### src/rtl/uart_lite_pkg.sv
// Shared definitions for the uart_lite transmitter and receiver:
// parity encodings, frame length helper and the transmit state enum.
package uart_lite_pkg;

  localparam int PARITY_NONE = 0;
  localparam int PARITY_ODD  = 1;
  localparam int PARITY_EVEN = 2;

  typedef enum logic [2:0] {
    TX_IDLE,
    TX_START,
    TX_DATA,
    TX_PARITY,
    TX_STOP
  } tx_state_e;

  // Clock cycles from the first start-bit cycle to the end of the last stop bit
  function automatic int frame_cycles(input int oversampling, input int data_bits,
                                      input int parity, input int stop_bits);
    return oversampling * (1 + data_bits + ((parity != PARITY_NONE) ? 1 : 0) + stop_bits);
  endfunction

endpackage

### src/rtl/uart_lite_bit_timer.sv
// Oversampling counter shared by the uart_lite transmitter and receiver;
// strobes bit_end on the last sample of each bit period.
module uart_lite_bit_timer #(
  parameter int OVERSAMPLING = 16
) (
  input  logic                            clk,
  input  logic                            rst,
  input  logic                            clear,
  output logic [$clog2(OVERSAMPLING)-1:0] count,
  output logic                            bit_end
);

  localparam int CW = $clog2(OVERSAMPLING);
  localparam logic [CW-1:0] LAST = CW'(OVERSAMPLING - 1);

  assign bit_end = (count == LAST);

  always_ff @(posedge clk) begin
    if (rst || clear || bit_end) begin
      count <= '0;
    end else begin
      count <= count + CW'(1);
    end
  end

endmodule

### src/rtl/uart_lite_tx.sv
// Transmit half of uart_lite: serialises a character (or a break) into
// start, data (LSB first), optional parity and stop bits on tx_o.
module uart_lite_tx
  import uart_lite_pkg::*;
#(
  parameter int OVERSAMPLING = 16,
  parameter int DATA_BITS    = 8,
  parameter int PARITY       = PARITY_EVEN,
  parameter int STOP_BITS    = 1
) (
  input  logic                 clk,
  input  logic                 rst,
  input  logic [DATA_BITS-1:0] char_i,
  input  logic                 valid_i,
  input  logic                 break_i,
  output logic                 ready_o,
  output logic                 tx_o,
  output logic                 busy_o
);

  localparam int BW = $clog2(DATA_BITS + 1);
  localparam int CW = $clog2(OVERSAMPLING);
  localparam logic [BW-1:0] LAST_DATA = BW'(DATA_BITS - 1);
  localparam logic [BW-1:0] LAST_STOP = BW'(STOP_BITS - 1);
  localparam logic [CW-1:0] PRE_END   = CW'(OVERSAMPLING - 2);
  localparam bit HAS_PARITY = (PARITY != PARITY_NONE);
  localparam bit ODD_PARITY = (PARITY == PARITY_ODD);

  tx_state_e            state_q, state_d;
  logic [DATA_BITS-1:0] shift_q, shift_d;
  logic [BW-1:0]        bit_cnt_q, bit_cnt_d;
  logic                 parity_q, parity_d;
  logic                 ready_d, tx_d, busy_d;
  logic                 accept, bit_end, timer_clear;
  logic [CW-1:0]        sample_cnt;

  assign accept      = valid_i && ready_o;
  assign timer_clear = accept || (state_q == TX_IDLE);

  uart_lite_bit_timer #(
    .OVERSAMPLING(OVERSAMPLING)
  ) u_bit_timer (
    .clk    (clk),
    .rst    (rst),
    .clear  (timer_clear),
    .count  (sample_cnt),
    .bit_end(bit_end)
  );

  always_ff @(posedge clk) begin
    if (rst) begin
      state_q   <= TX_IDLE;
      shift_q   <= '0;
      bit_cnt_q <= '0;
      parity_q  <= 1'b0;
      ready_o   <= 1'b1;
      tx_o      <= 1'b1;
      busy_o    <= 1'b0;
    end else begin
      state_q   <= state_d;
      shift_q   <= shift_d;
      bit_cnt_q <= bit_cnt_d;
      parity_q  <= parity_d;
      ready_o   <= ready_d;
      tx_o      <= tx_d;
      busy_o    <= busy_d;
    end
  end

  always_comb begin
    state_d   = state_q;
    shift_d   = shift_q;
    bit_cnt_d = bit_cnt_q;
    parity_d  = parity_q;
    ready_d   = ready_o;
    tx_d      = 1'b1;

    unique case (state_q)
      TX_IDLE: ;
      TX_START: begin
        if (bit_end) begin
          state_d   = TX_DATA;
          bit_cnt_d = '0;
        end
      end
      TX_DATA: begin
        if (bit_end) begin
          if (bit_cnt_q == LAST_DATA) begin
            state_d   = HAS_PARITY ? TX_PARITY : TX_STOP;
            bit_cnt_d = '0;
          end else begin
            bit_cnt_d = bit_cnt_q + BW'(1);
            shift_d   = {1'b0, shift_q[DATA_BITS-1:1]};
          end
        end
      end
      TX_PARITY: begin
        if (bit_end) begin
          state_d   = TX_STOP;
          bit_cnt_d = '0;
        end
      end
      TX_STOP: begin
        // Raise ready one cycle early so it is visible in the final stop cycle
        if (bit_cnt_q == LAST_STOP && sample_cnt == PRE_END) begin
          ready_d = 1'b1;
        end
        if (bit_end) begin
          if (bit_cnt_q == LAST_STOP) begin
            state_d   = TX_IDLE;
            bit_cnt_d = '0;
          end else begin
            bit_cnt_d = bit_cnt_q + BW'(1);
          end
        end
      end
      default: state_d = TX_IDLE;
    endcase

    // A break is an all-zero character with a zero parity bit
    if (accept) begin
      state_d   = TX_START;
      bit_cnt_d = '0;
      shift_d   = break_i ? '0 : char_i;
      parity_d  = break_i ? 1'b0 : ((^char_i) ^ ODD_PARITY);
      ready_d   = 1'b0;
    end

    unique case (state_d)
      TX_START:  tx_d = 1'b0;
      TX_DATA:   tx_d = shift_d[0];
      TX_PARITY: tx_d = parity_d;
      default:   tx_d = 1'b1;
    endcase

    busy_d = (state_d != TX_IDLE);
  end

endmodule

### config.mk
export PLATFORM = sky130hd
export DESIGN_NAME = uart_lite_tx
export DESIGN_NICKNAME = d
export VERILOG_FILES = /design/src/rtl/uart_lite_pkg.sv /design/src/rtl/uart_lite_bit_timer.sv /design/src/rtl/uart_lite_tx.sv
export SDC_FILE = /design/constraint.sdc
export NUM_CORES = 1
export LEC_CHECK = 0
export CORE_UTILIZATION = 49
export CTS_CLUSTER_SIZE = 8
export DETAILED_ROUTE_END_ITERATION = 16
export GPL_ROUTABILITY_DRIVEN = 1
export PLACE_DENSITY = 0.72
export SYNTH_ARGS = -nofsm -noshare
export SYNTH_HDL_FRONTEND = slang
export SYNTH_SLANG_ARGS = --single-unit
### constraint.sdc
create_clock -name clk -period 4.05 [get_ports clk]
set_clock_uncertainty 0.15 [all_clocks]
set_input_delay 0.81 -clock clk [delete_from_list [all_inputs] [get_ports clk]]
set_output_delay 0.81 -clock clk [all_outputs]
set_load 0.1 [all_outputs]
**After elaboration in Yosys (flattened, before gate mapping)**

Cells that the tools add are included.
Widths: inputs -> output; s select.

- Equality and inequality tests: 14
- Add/subtract/negate cells: 2
- Mux-type cells: 25
- Reductions and logical operators: 19

Operators with widths:

| kind | number |
|---|---|
| $mux 8 | 5 |
| $mux 3 | 7 |
| $mux 4 | 5 |
| $pmux 3 s5 | 1 |
| $eq 3x2->1 const B | 4 |
| $pmux 4 s3 | 1 |
| $add 4x1->4 const B | 2 |
| $eq 4x4->1 const B | 2 |
| $reduce_bool 2->1 | 4 |
| $reduce_xor 8->1 | 1 |
| $eq 3x1->1 const B | 2 |
| $ne 2x1->1 const B | 3 |
| $reduce_bool 3->1 | 2 |
| $mux 1 | 5 |
| $eq 4x3->1 const B | 1 |
| $logic_not 4->1 | 1 |
| $reduce_and 4->1 | 1 |
| $reduce_or 2->1 | 2 |
| $eq 3x3->1 const B | 1 |
| $logic_not 3->1 | 1 |
| $logic_or 1x1->1 | 3 |
| $pmux 1 s3 | 1 |
| $reduce_and 3->1 | 1 |
| $logic_and 1x1->1 | 2 |
| 2 further kinds | 2 |

- Input bits: 12
- Logic and storage cells: 69
- Register bits: 23
- Output and inout bits: 3

**Longest topological paths before layout**

- Depth after elaboration: 7
- Depth in mapped cells: 6
- Gate-level depth less buffers: 6

**Hierarchy**

From an unflattened synthesis, not the netlist that was laid out.

- Cell total of the unflattened synthesis: 146
- Area, all modules: 1370.1 µm²

Modules (own cells, without submodules):

| module | instances | sequential area each (µm²) | area an instance (µm²) | cells an instance |
|---|---|---|---|---|
| uart_lite_tx | 1 | 380.4 | 1212.4 | 130 |
| uart_lite_bit_timer | 1 | 80.1 | 157.7 | 16 |

**Worst setup path after synthesis**

No wires, ideal clock.

- Path type: register -> register
- Start: reg ready_o
- End: reg tx_o
- Clock period less this slack: 2140 ps
- Setup time: 122 ps
- Data required time: 3778 ps
- Buffers on the path: 0
- Cell stages (with the launch flop): 5
- Slack: 1910 ps
- Arrival time: 1868 ps
- Cells stage by stage: dfxtp_1 -> nand2_1 -> nand2b_1 -> or3_1 -> o32a_1

- Longest elaborated chain between the ends: 4
- Elaborated cells between the ends (all ways): 8
- Classes of those cells: 3 x eq/ne; 4 x mux; 1 x reduce/logical

RTL lines:

| element | RTL line | RTL |
|---|---|---|
| start, declared | uart_lite_tx.sv:16 | `output logic ready_o,` |
| start signal, assigned | uart_lite_tx.sv:64 | `ready_o <= ready_d;` |
| $logic_and 1x1->1 (*) | uart_lite_tx.sv:37 | `assign accept = valid_i && ready_o;` |
| $mux 3 | uart_lite_tx.sv:121 | `if (accept) begin` |
| $eq 3x2->1 or $eq 3x1->1 (tied branches) | uart_lite_tx.sv:129 | `unique case (state_d)` |
| $pmux 1 s3 (*) | uart_lite_tx.sv:129 |  |
| end signal, assigned | uart_lite_tx.sv:65 | `tx_o <= tx_d;` |
| end, declared | uart_lite_tx.sv:17 | `output logic tx_o,` |

Every way passes the cells marked *; elsewhere a longest branch is shown, timed or not.
A chain may end at the register's enable or synchronous reset.

**Worst setup path after layout**

- Start: reg ready_o
- End: out ready_o

No word-level cell between the ends.

==> flow_summary_export.csv <==
group,metric,value,unit
status,outcome,"complete, no violations",
global_routing,grt_overflow,0,
placement,port_buffers,14,
drt,met3_length,96,um
synthesis,synth_edf_count,0,
drt,top_layer,"met3",
worst_setup_path,cp-end-kind,"primary output",
clock_tree,post_cts_buffers,0,
global_routing,grt_antenna_before_repair,0,
drt,drc_errors,0,
drt,route.met2.wl,1.11,mm
clock_tree,clock_sinks,23,
synthesis,synth.yosys.seq_area_share,0.372,
worst_setup_path,crit_cells,1,
clock_tree,cts-htree-levels,1,
placement,place_inst,173,
flow_run,drv_cap,0,
timing,fin_crit_sh,0.714,
timing,fmax,346,MHz
worst_setup_path,cp_max_fo,6,
timing,grt_setup_unrepaired,"false",
placement,preCtsSetupSlack,1.03,ns
global_routing,grt_pass1_vias,960,
global_routing,grtUsageTotal,0.200,
timing,slew_viol_final,0,
worst_setup_path,r2r_end,"tx_o",
synthesis,synth.avg_cell_area,9.17,um2
floorplanning,start_util,0.539,
placement,gp_congestion,0.824,
floorplanning,dieArea,0.00273,mm2
global_routing,grt_max_degree,19,
drt,wire_per_inst,13.4,um
drt,dr.pass1.iters,4,
worst_setup_path,reg2reg_depth,4,
final_layout,num_antenna_cells,0,
final_layout,drive_gt1_frac,0.0805,
clock_tree,clock_path_buffers,2,
synthesis,synth-async-reset-ratio,0,
floorplanning,die_h,52.3,um
timing,tightest_slew,0.973,ns
pwr,p_leak,0.568,nW
pwr,power_density,301,mW/mm2
synthesis,synth-seq-cells,23,
placement,dp_hpwl,1.86,mm
final_layout,area_growth,14.3,%
clock_tree,insertion_delay,0.32,ns
synthesis,synth_nets,151,
timing,holdWs,0.333,ns
worst_setup_path,crit_buf_inv,1,
floorplanning,die_w,52.3,um
final_layout,finalNonFillerCells,177,
clock_tree,cts.clk_slew.worst_paths,0.13,ns
worst_setup_path,slowest_stage,"clkdlybuf4s50_1",
worst_setup_path,rrSetupSlack,1.95,ns
floorplanning,pin_count,15,
timing,tns,0,ns
drt,vias_per_cell,5.81,
synthesis,ys.flop_type,"dfxtp_1",
floorplanning,row_count,17,
worst_setup_path,crit_required,3.09,ns
synthesis,syn-instance-count,135,
worst_setup_path,endpoint,"ready_o",
final_layout,fill_cells,206,
worst_setup_path,r2r-start,"ready_o",
worst_setup_path,worstPathArrival,1.93,ns
timing,hold_viol_final,0,
drt,ant_nets,0,
clock_tree,cts_resized,0,
final_layout,final_cell_mix,"23 x dfxtp_1, 14 x clkdlybuf4s50_1, 12 x a21oi_1",
final_layout,fin_nets,166,
global_routing,grt_pass1_wl,4.08,mm
final_layout,layout_commonest_cell,"dfxtp_1",
worst_setup_path,critPathLaunch,"ready_o",
drt,routedLengthMet1,1.18,mm
pwr,vdd_drop_max,0.248,mV
timing,relSlewSlack,0.349,
worst_setup_path,path_cells,"clkdlybuf4s50_1",
drt,vias,1029,
timing,worst_slack,1.16,ns
worst_hold_path,min_path_type,"reg -> reg",
timing,setup_violations,0,
drt,drt_iter0_drc,19,
clock_tree,cts_hold_buffers,0,
clock_tree,numCtsBuffers,3,
synthesis,ys_types,41,
synthesis,netlist_area,0.00124,mm2
worst_setup_path,worstSetupPathType,"reg -> out",
drt,drt-total-wl,2.38,mm
worst_setup_path,critPathTopFamily,"buffers and inverters",
clock_tree,cts_tree,"built",
worst_setup_path,cp-start-kind,"register",
clock_tree,cts_root_buffer,"clkbuf_4",
synthesis,synth_warnings,0,
floorplanning,core-area,0.00230,mm2
worst_setup_path,cpPeakStageDelay,1.17,ns
timing,period_minus_slack,2.89,ns
pwr,power,425,uW
layer usage:
layer,GRT usage,vias up
met5,0,-
met4,0.0219,0
met3,0.0638,0
met2,0.323,23
met1,0.270,484
li1,-,522
synth_stat cells (4+ instances only):
library cell / n / share of area
dfxtp_1: 23 / 0.37
nor2_1: 7 / 0.021
ha_1: 4 / 0.040
a21oi_1: 12 / 0.049
nor3_1: 4 / 0.016
nand2_1: 7 / 0.021
o22ai_1: 4 / 0.020
xnor2_1: 9 / 0.064
mux2i_1: 6 / 0.049
a211oi_1: 7 / 0.042
inv_1: 9 / 0.027
layout make-up:
cell class	instances	area [um2]	share of cell area
clock buffer	3	22.5	0.0159
sequential	23	460	0.326
clock inverter	1	5.00	0.00354
multi-input combinational	99	717	0.507
tap	28	35.0	0.0248
inverter	9	33.8	0.0239
timing repair buffer	14	140	0.0991
sequential cells by signal, summed over array words and instances (netlist names):
name,flops
shift_q,8
bit_cnt_q,4
u_bit_timer.count,4
state_q,3
busy_o,1
parity_q,1
ready_o,1
tx_o,1
through the flow:
stage | instance area, um2 | utilization
after floorplan | 1240 | -
after global placement | 1390 | 0.603
after detailed placement | 1390 | 0.603
after CTS | 1410 | 0.615
after global routing | 1410 | 0.615
final | 1410 | 0.615
cell families (layout without fill, tap and decap cells):
group | count (synthesis) | in the layout | synth area share
AND/OR/NAND/NOR | 43 | 43 | 0.223
AO/OA/AOI/OAI | 35 | 35 | 0.184
flip-flops | 23 | 23 | 0.372
buffers and inverters | 13 | 27 | 0.0485
XOR/XNOR | 10 | 10 | 0.0708
multiplexers | 7 | 7 | 0.0607
adder cells (fa/ha/maj) | 4 | 4 | 0.0404
where the power goes:
group	leakage, nW	switching [mW]	internal (mW)
logic	0.362	0.0446	0.0328
clock network	0.0177	0.0683	0.0370
registers	0.188	0.00666	0.236
total	0.568	0.120	0.306
worst min-delay path by stage:
| stage | startpoint | endpoint | slack [ns] | cells past startpoint |
|---|---|---|---|---|
| floorplan | u_bit_timer.count[0] | u_bit_timer.count[0] | 0.28 | 1 |
| global placement | u_bit_timer.count[0] | u_bit_timer.count[0] | 0.29 | 1 |
| detailed placement | u_bit_timer.count[0] | u_bit_timer.count[0] | 0.30 | 1 |
| CTS | u_bit_timer.count[0] | u_bit_timer.count[0] | 0.33 | 1 |
| global route | u_bit_timer.count[0] | u_bit_timer.count[0] | 0.37 | 1 |
| finish | u_bit_timer.count[0] | u_bit_timer.count[0] | 0.33 | 1 |
(Power assumes the default switching activity.)
==> edit 1, RTL diff (same flow settings) <==
Remove the register `tx_o`: a continuous assignment takes its place, so the output `tx_o` follows one clock earlier.
--- a/src/rtl/uart_lite_tx.sv
+++ b/src/rtl/uart_lite_tx.sv
@@ -56,3 +56,2 @@
       ready_o   <= 1'b1;
-      tx_o      <= 1'b1;
       busy_o    <= 1'b0;
@@ -64,3 +63,2 @@
       ready_o   <= ready_d;
-      tx_o      <= tx_d;
       busy_o    <= busy_d;
@@ -68,2 +66,4 @@
   end
+
+  assign tx_o = tx_d;
 
Function: changed (a bounded check fails within 4 cycles, from zero or initial values and one cycle with rst high).
==> edit 1 against the original RTL <==
- register-to-register slack gained 0.28 ns
- count of clock-buffer cells in the layout increased by 1
- worst setup slack worse by 0.45 ns
- sequential cell count fell by 1
- critical path depth up 5
- die area down 2.2%
- final area fell by 1.5%
- maximum frequency shrank 13%
- routed wire length up 1.5%
- total power is 5.7% higher
- combinational power up 22%
- synthesized area down 2.2%
- highest routed layer is now met4
==> edit 1: results (changes against the original RTL) <==
- Post-placement cell area: 1360 sq um (-2.2%)
- Worst Setup SP: valid_i
- RR Endpoint: busy_o
- Syn_nets: 156 (+3.3%)
- Arrival time worst endpoint: 2.38 ns (+0.45 ns)
- CP endpoint: tx_o
- Clock slew at reported path FFs: 0.11 ns (-0.02 ns)
- WL/cell: 13.6 microns (+1.5%)
- Cell variety after synth: 40 (-2.4%)
- Final WL: 2.42 mm (+1.5%)
- DR iter-0 viols: 28 (+9)
- Fill cells: 215 (+4.4%)
- Met2 Usage GRT: 33.8% (+1.5 points)
- HPWL after DPL: 1.81 mm (-2.9%)
- TritonRoute pass-1 iters: 4 (unchanged)
- Layout cell share with drive strength beyond 1: 6.71% (-1.3 points)
- Register area share after synthesis: 36.4% (-0.81 points)
- M3 GR Usage: 6.14% (-0.24 points)
- Leakage power: 0.507 nW (-11%)
- FF-to-FF path depth: 5 (+1)
- Area share of fa/ha/maj cells after synthesis: 4.14% (+0.092 points)
- Setup slack, reg-to-reg: 2.23 ns (+0.28 ns)
- First-pass GRT wire length: 4.31 mm (+5.8%)
- Worst slack, placed: 0.711 ns (-0.323 ns)
- Largest net degree at the start of global routing: 15 (-4)
- Average size of a mapped cell: 8.64 sq um (-5.7%)
- Synth Area in XOR/XNOR: 9.41% (+2.3 points)
- Status: completed
- Worst vdd rail ir drop: 0.321 mV (+30%)
- Internal power: 0.000321 W (+4.9%)
- Slew headroom: 35.4% (+0.46 points)
- Min-delay worst type: flop to flop
- Vias per cell: 5.83 (+0.29%)
- Worst-path fanout max: 12 (+6)
- Reg2Reg Launch Point: u_bit_timer.count[0]
- Global Route met1 Usage: 29.4% (+2.4 points)
- Total CTS buffers: 3 (unchanged)
- GPL Wtd Cong: 0.806 (-2.1%)
- Most instantiated cells after synthesis: 22 x dfxtp_1, 13 x a21oi_1, 13 x nor2_1, 11 x xnor2_1, 8 x nor3_1
- Final min period: 3.34 ns (+0.447 ns)
- Compound-Gate Fraction of Synth Area: 17.7% (-0.72 points)
- Post-synthesis mux area share: 0.827% (-5.2 points)
- Synth top area cells: dfxtp_1 36%, xnor2_1 8.0%, a21oi_1 5.4%
- Vias in the first global route: 985 (+2.6%)
- All-Layer GR Usage: 21.5% (+1.5 points)
edit 1: changes by cell type after synthesis, moves of 3 or more:
| cell | change |
|---|---|
| o22ai_1 | -4 |
| mux2i_1 | -5 |
| nor3_1 | +4 |
| and3_1 | +7 |
| o211ai_1 | -3 |
| buf_2 | +3 |
| inv_1 | -5 |
| nor2_1 | +6 |
| nand2_1 | -3 |
edit 1: area by class of cell:
| type | count | area, sq um | share of cell area (%) |
|---|---|---|---|
| Multi-Input combinational cell | 105 | 716 | 51.4 |
| Timing Repair Buffer | 14 | 150 | 10.8 |
| Tap cell | 28 | 35.0 | 2.52 |
| Inverter | 4 | 15.0 | 1.08 |
| Sequential cell | 22 | 440 | 31.6 |
| Clock buffer | 4 | 36.3 | 2.61 |
edit 1: metal layers:
metal	part of all wire, %	vias to the layer above
met5	0	-
met4	0.66	0
met3	3.4	4
met2	44	16
met1	52	486
li1	-	526
edit 1: logic make-up after synthesis:
kind of cell,Yosys count
buffers and inverters,13
adder cells (fa/ha/maj),4
multiplexers,1
AO/OA/AOI/OAI,32
flip-flops,22
XOR/XNOR,13
AND/OR/NAND/NOR,55
edit 1: worst max-delay path: stages:
cell and delay, ns:
clkdlybuf4s50_1 0.47, and2_1 0.34, a21oi_1 0.10, and2_1 0.20
a31oi_2 0.25, buf_12 0.21
edit 1: per-stage QoR:
stage / hold slack (ns) / util [%]
floorplan: 0.280 / -
global placement: 0.292 / 59.6
detailed placement: 0.309 / 59.6
CTS: 0.339 / 61.2
global route: 0.354 / 61.2
finish: 0.331 / 61.2
edit 1: power by group through the flow:
| stage | clock network, W | registers, W | logic, W |
|---|---|---|---|
| finish | 0.000121 | 0.000233 | 0.0000947 |
| global route | 0.000134 | 0.000235 | 0.000104 |
| CTS | 0.000128 | 0.000233 | 0.0000951 |
| detailed placement | 0 | 0.000238 | 0.0000949 |
| global placement | 0 | 0.000238 | 0.0000925 |
| floorplan | 0 | 0.000249 | 0.0000552 |
edit 1: how the worst min path moves through the flow:
stage	to	cells after the start	slack, ns
floorplan	u_bit_timer.count[0]	1	0.28
global placement	u_bit_timer.count[0]	1	0.29
detailed placement	u_bit_timer.count[0]	1	0.31
CTS	u_bit_timer.count[0]	1	0.34
global route	u_bit_timer.count[0]	1	0.35
finish	u_bit_timer.count[0]	1	0.33
==> edit 2, RTL diff (same settings) <==
Without the edit above. `DATA_BITS`: 8 -> 16.
--- a/src/rtl/uart_lite_tx.sv
+++ b/src/rtl/uart_lite_tx.sv
@@ -6,3 +6,3 @@
   parameter int OVERSAMPLING = 16,
-  parameter int DATA_BITS    = 8,
+  parameter int DATA_BITS    = 16,
   parameter int PARITY       = PARITY_EVEN,
Ports: changed (resized char_i); port bits go from 15 to 23. No check against the original RTL was run, so the function may have changed too.
==> edit 2 against the original RTL <==
- routed wire length increased by 52%
- worst setup slack improved by 0.13 ns
- synthesized cell count increased by 54%
- critical path type unchanged
- total power increased by 73%
- clock power increased by 140%
- die area increased by 46%
- sequential cell count increased by 9
- final area increased by 51%
- synthesized area increased by 48%
==> edit 2: results (changes against the original RTL) <==
- Status: completed
- Clock slew at reported path FFs: 0.06 ns (-0.07 ns)
- Sw Share: 27.2% (-0.94 points)
- Syn_nets: 234 (+55%)
- Min-delay worst type: flop to flop
- Cell variety after synth: 44 (+7.3%)
- DR iter-0 viols: 52 (+33)
- First-pass GRT wire length: 6.16 mm (+51%)
- Reg2Reg Launch Point: bit_cnt_q[0]
- Post-placement cell area: 2040 sq um (+47%)
- Crit path largest cell delay: 1.15 ns (-0.02 ns)
- Seq pwr: 0.000342 W (+41%)
- Leakage power: 0.700 nW (+23%)
- HPWL after DPL: 2.61 mm (+40%)
- All-Layer GR Usage: 20.0% (-0.063 points)
- Hold path cells: 2 (+1)
- PortBufs: 22 (+8)
- Pwr dens: 345 nW/um^2 (+15%)
- Largest net degree at the start of global routing: 32 (+13)
- Root Buffer Master: clkbuf_8
- Most instantiated cells after synthesis: 32 x dfxtp_1, 30 x nor2_1, 20 x a21oi_1, 15 x xnor2_1, 14 x nor3b_1
- GPL Wtd Cong: 0.869 (+5.5%)
- FF-to-FF path depth: 7 (+3)
- Global Route met1 Usage: 22.0% (-5.0 points)
- DR WL met3: 126 microns (+31%)
- H-tree depth: 2 (+1)
- Worst path top cell family by delay: buffers and inverters
- TritonRoute pass-1 iters: 5 (+1)
- Register area share after synthesis: 34.9% (-2.3 points)
- Met2 Usage GRT: 35.1% (+2.8 points)
- Clock buffer depth: 2 (unchanged)
- Layout cell share with drive strength beyond 1: 9.73% (+1.7 points)
- Worst vdd rail ir drop: 0.182 mV (-27%)
- Synth top area cells: dfxtp_1 35%, xnor2_1 7.2%, nor2_1 6.1%
- Insertion delay to the later sink of the worst-skew pair: 0.28 ns (-0.04 ns)
- Hold Crit Start: shift_q[15]
- Highest routed metal layer: met4
- Starting density of the core: 52.9% (-0.95 points)
- Metal1 wirelength: 1.59 mm (+35%)
- Worst Setup SP: ready_o
- Fill cells: 317 (+54%)
- DR WL met2: 1.82 mm (+65%)
- Slew headroom: 35.6% (+0.65 points)
- M3 GR Usage: 5.80% (-0.58 points)
- Nets: 251 (+51%)
- Vias per cell: 5.49 (-5.6%)
- Total CTS buffers: 5 (+2)
- Worst-path fanout max: 5 (-1)
- Clock power share: 33.9% (+9.1 points)
- Vias in the first global route: 1410 (+47%)
- WL/cell: 13.3 microns (-1.3%)
- Biggest registers after layout: shift_q (16), bit_cnt_q (5), u_bit_timer.count (4)
[edit 2: cell types whose count changed after synthesis, moves of 4 or more]
cell	delta
a211oi_2	+6
a21oi_1	+8
clkbuf_1	+4
dfxtp_1	+9
mux2i_1	-5
nor2_1	+23
nor3b_1	+12
o22ai_1	-4
xnor2_1	+6
xor2_1	+5
[edit 2: cell families after synthesis]
kind of cell    count (synthesis)  synth area share [%]
fa+ha+maj                       6                  4.09
simple gates                   82                  27.1
compound gates                 44                  16.8
xor+xnor                       21                  10.0
mux                             1                 0.545
buf+inv                        22                  6.48
flops                          32                  34.9
[edit 2: final timing paths]
check                              endpoint  slack [ns]
worst max-delay path                ready_o        1.28
worst max register to register         tx_o        1.69
worst min-delay path            shift_q[15]        0.32
worst min register to register  shift_q[15]        0.32
[edit 2: worst reg2reg max path, cell delays in order (launching register included)]
cell     delay (ns)
dfxtp_1        0.35
ha_1           0.21
and3_1         0.20
ha_1           0.27
nor4b_4        0.36
mux2i_1        0.28
nor4_1         0.07
or3_1          0.35
[edit 2: stage by stage]
stage / hold slack (ns) / util, % / worst slack, ns / cells
2_1_floorplan: 0.280 / - / 1.79 / 208
3_3_place_gp: 0.287 / 58.9 / 1.47 / 264
3_5_place_dp: 0.304 / 58.9 / 1.36 / 264
4_1_cts: 0.314 / 61.5 / 1.27 / 272
5_1_grt: 0.361 / 61.5 / 1.23 / 272
6_report: 0.316 / 61.5 / 1.28 / 272
[edit 2: final cells by class]
type | instances | area [sq um] | share of cell area (%)
Multi-Input combinational cell | 154 | 1080 | 50.4
Inverter | 7 | 26.3 | 1.23
Clock buffer | 8 | 90.1 | 4.22
Sequential cell | 32 | 641 | 30.0
Timing Repair Buffer | 25 | 243 | 11.4
Tap cell | 46 | 57.6 | 2.70
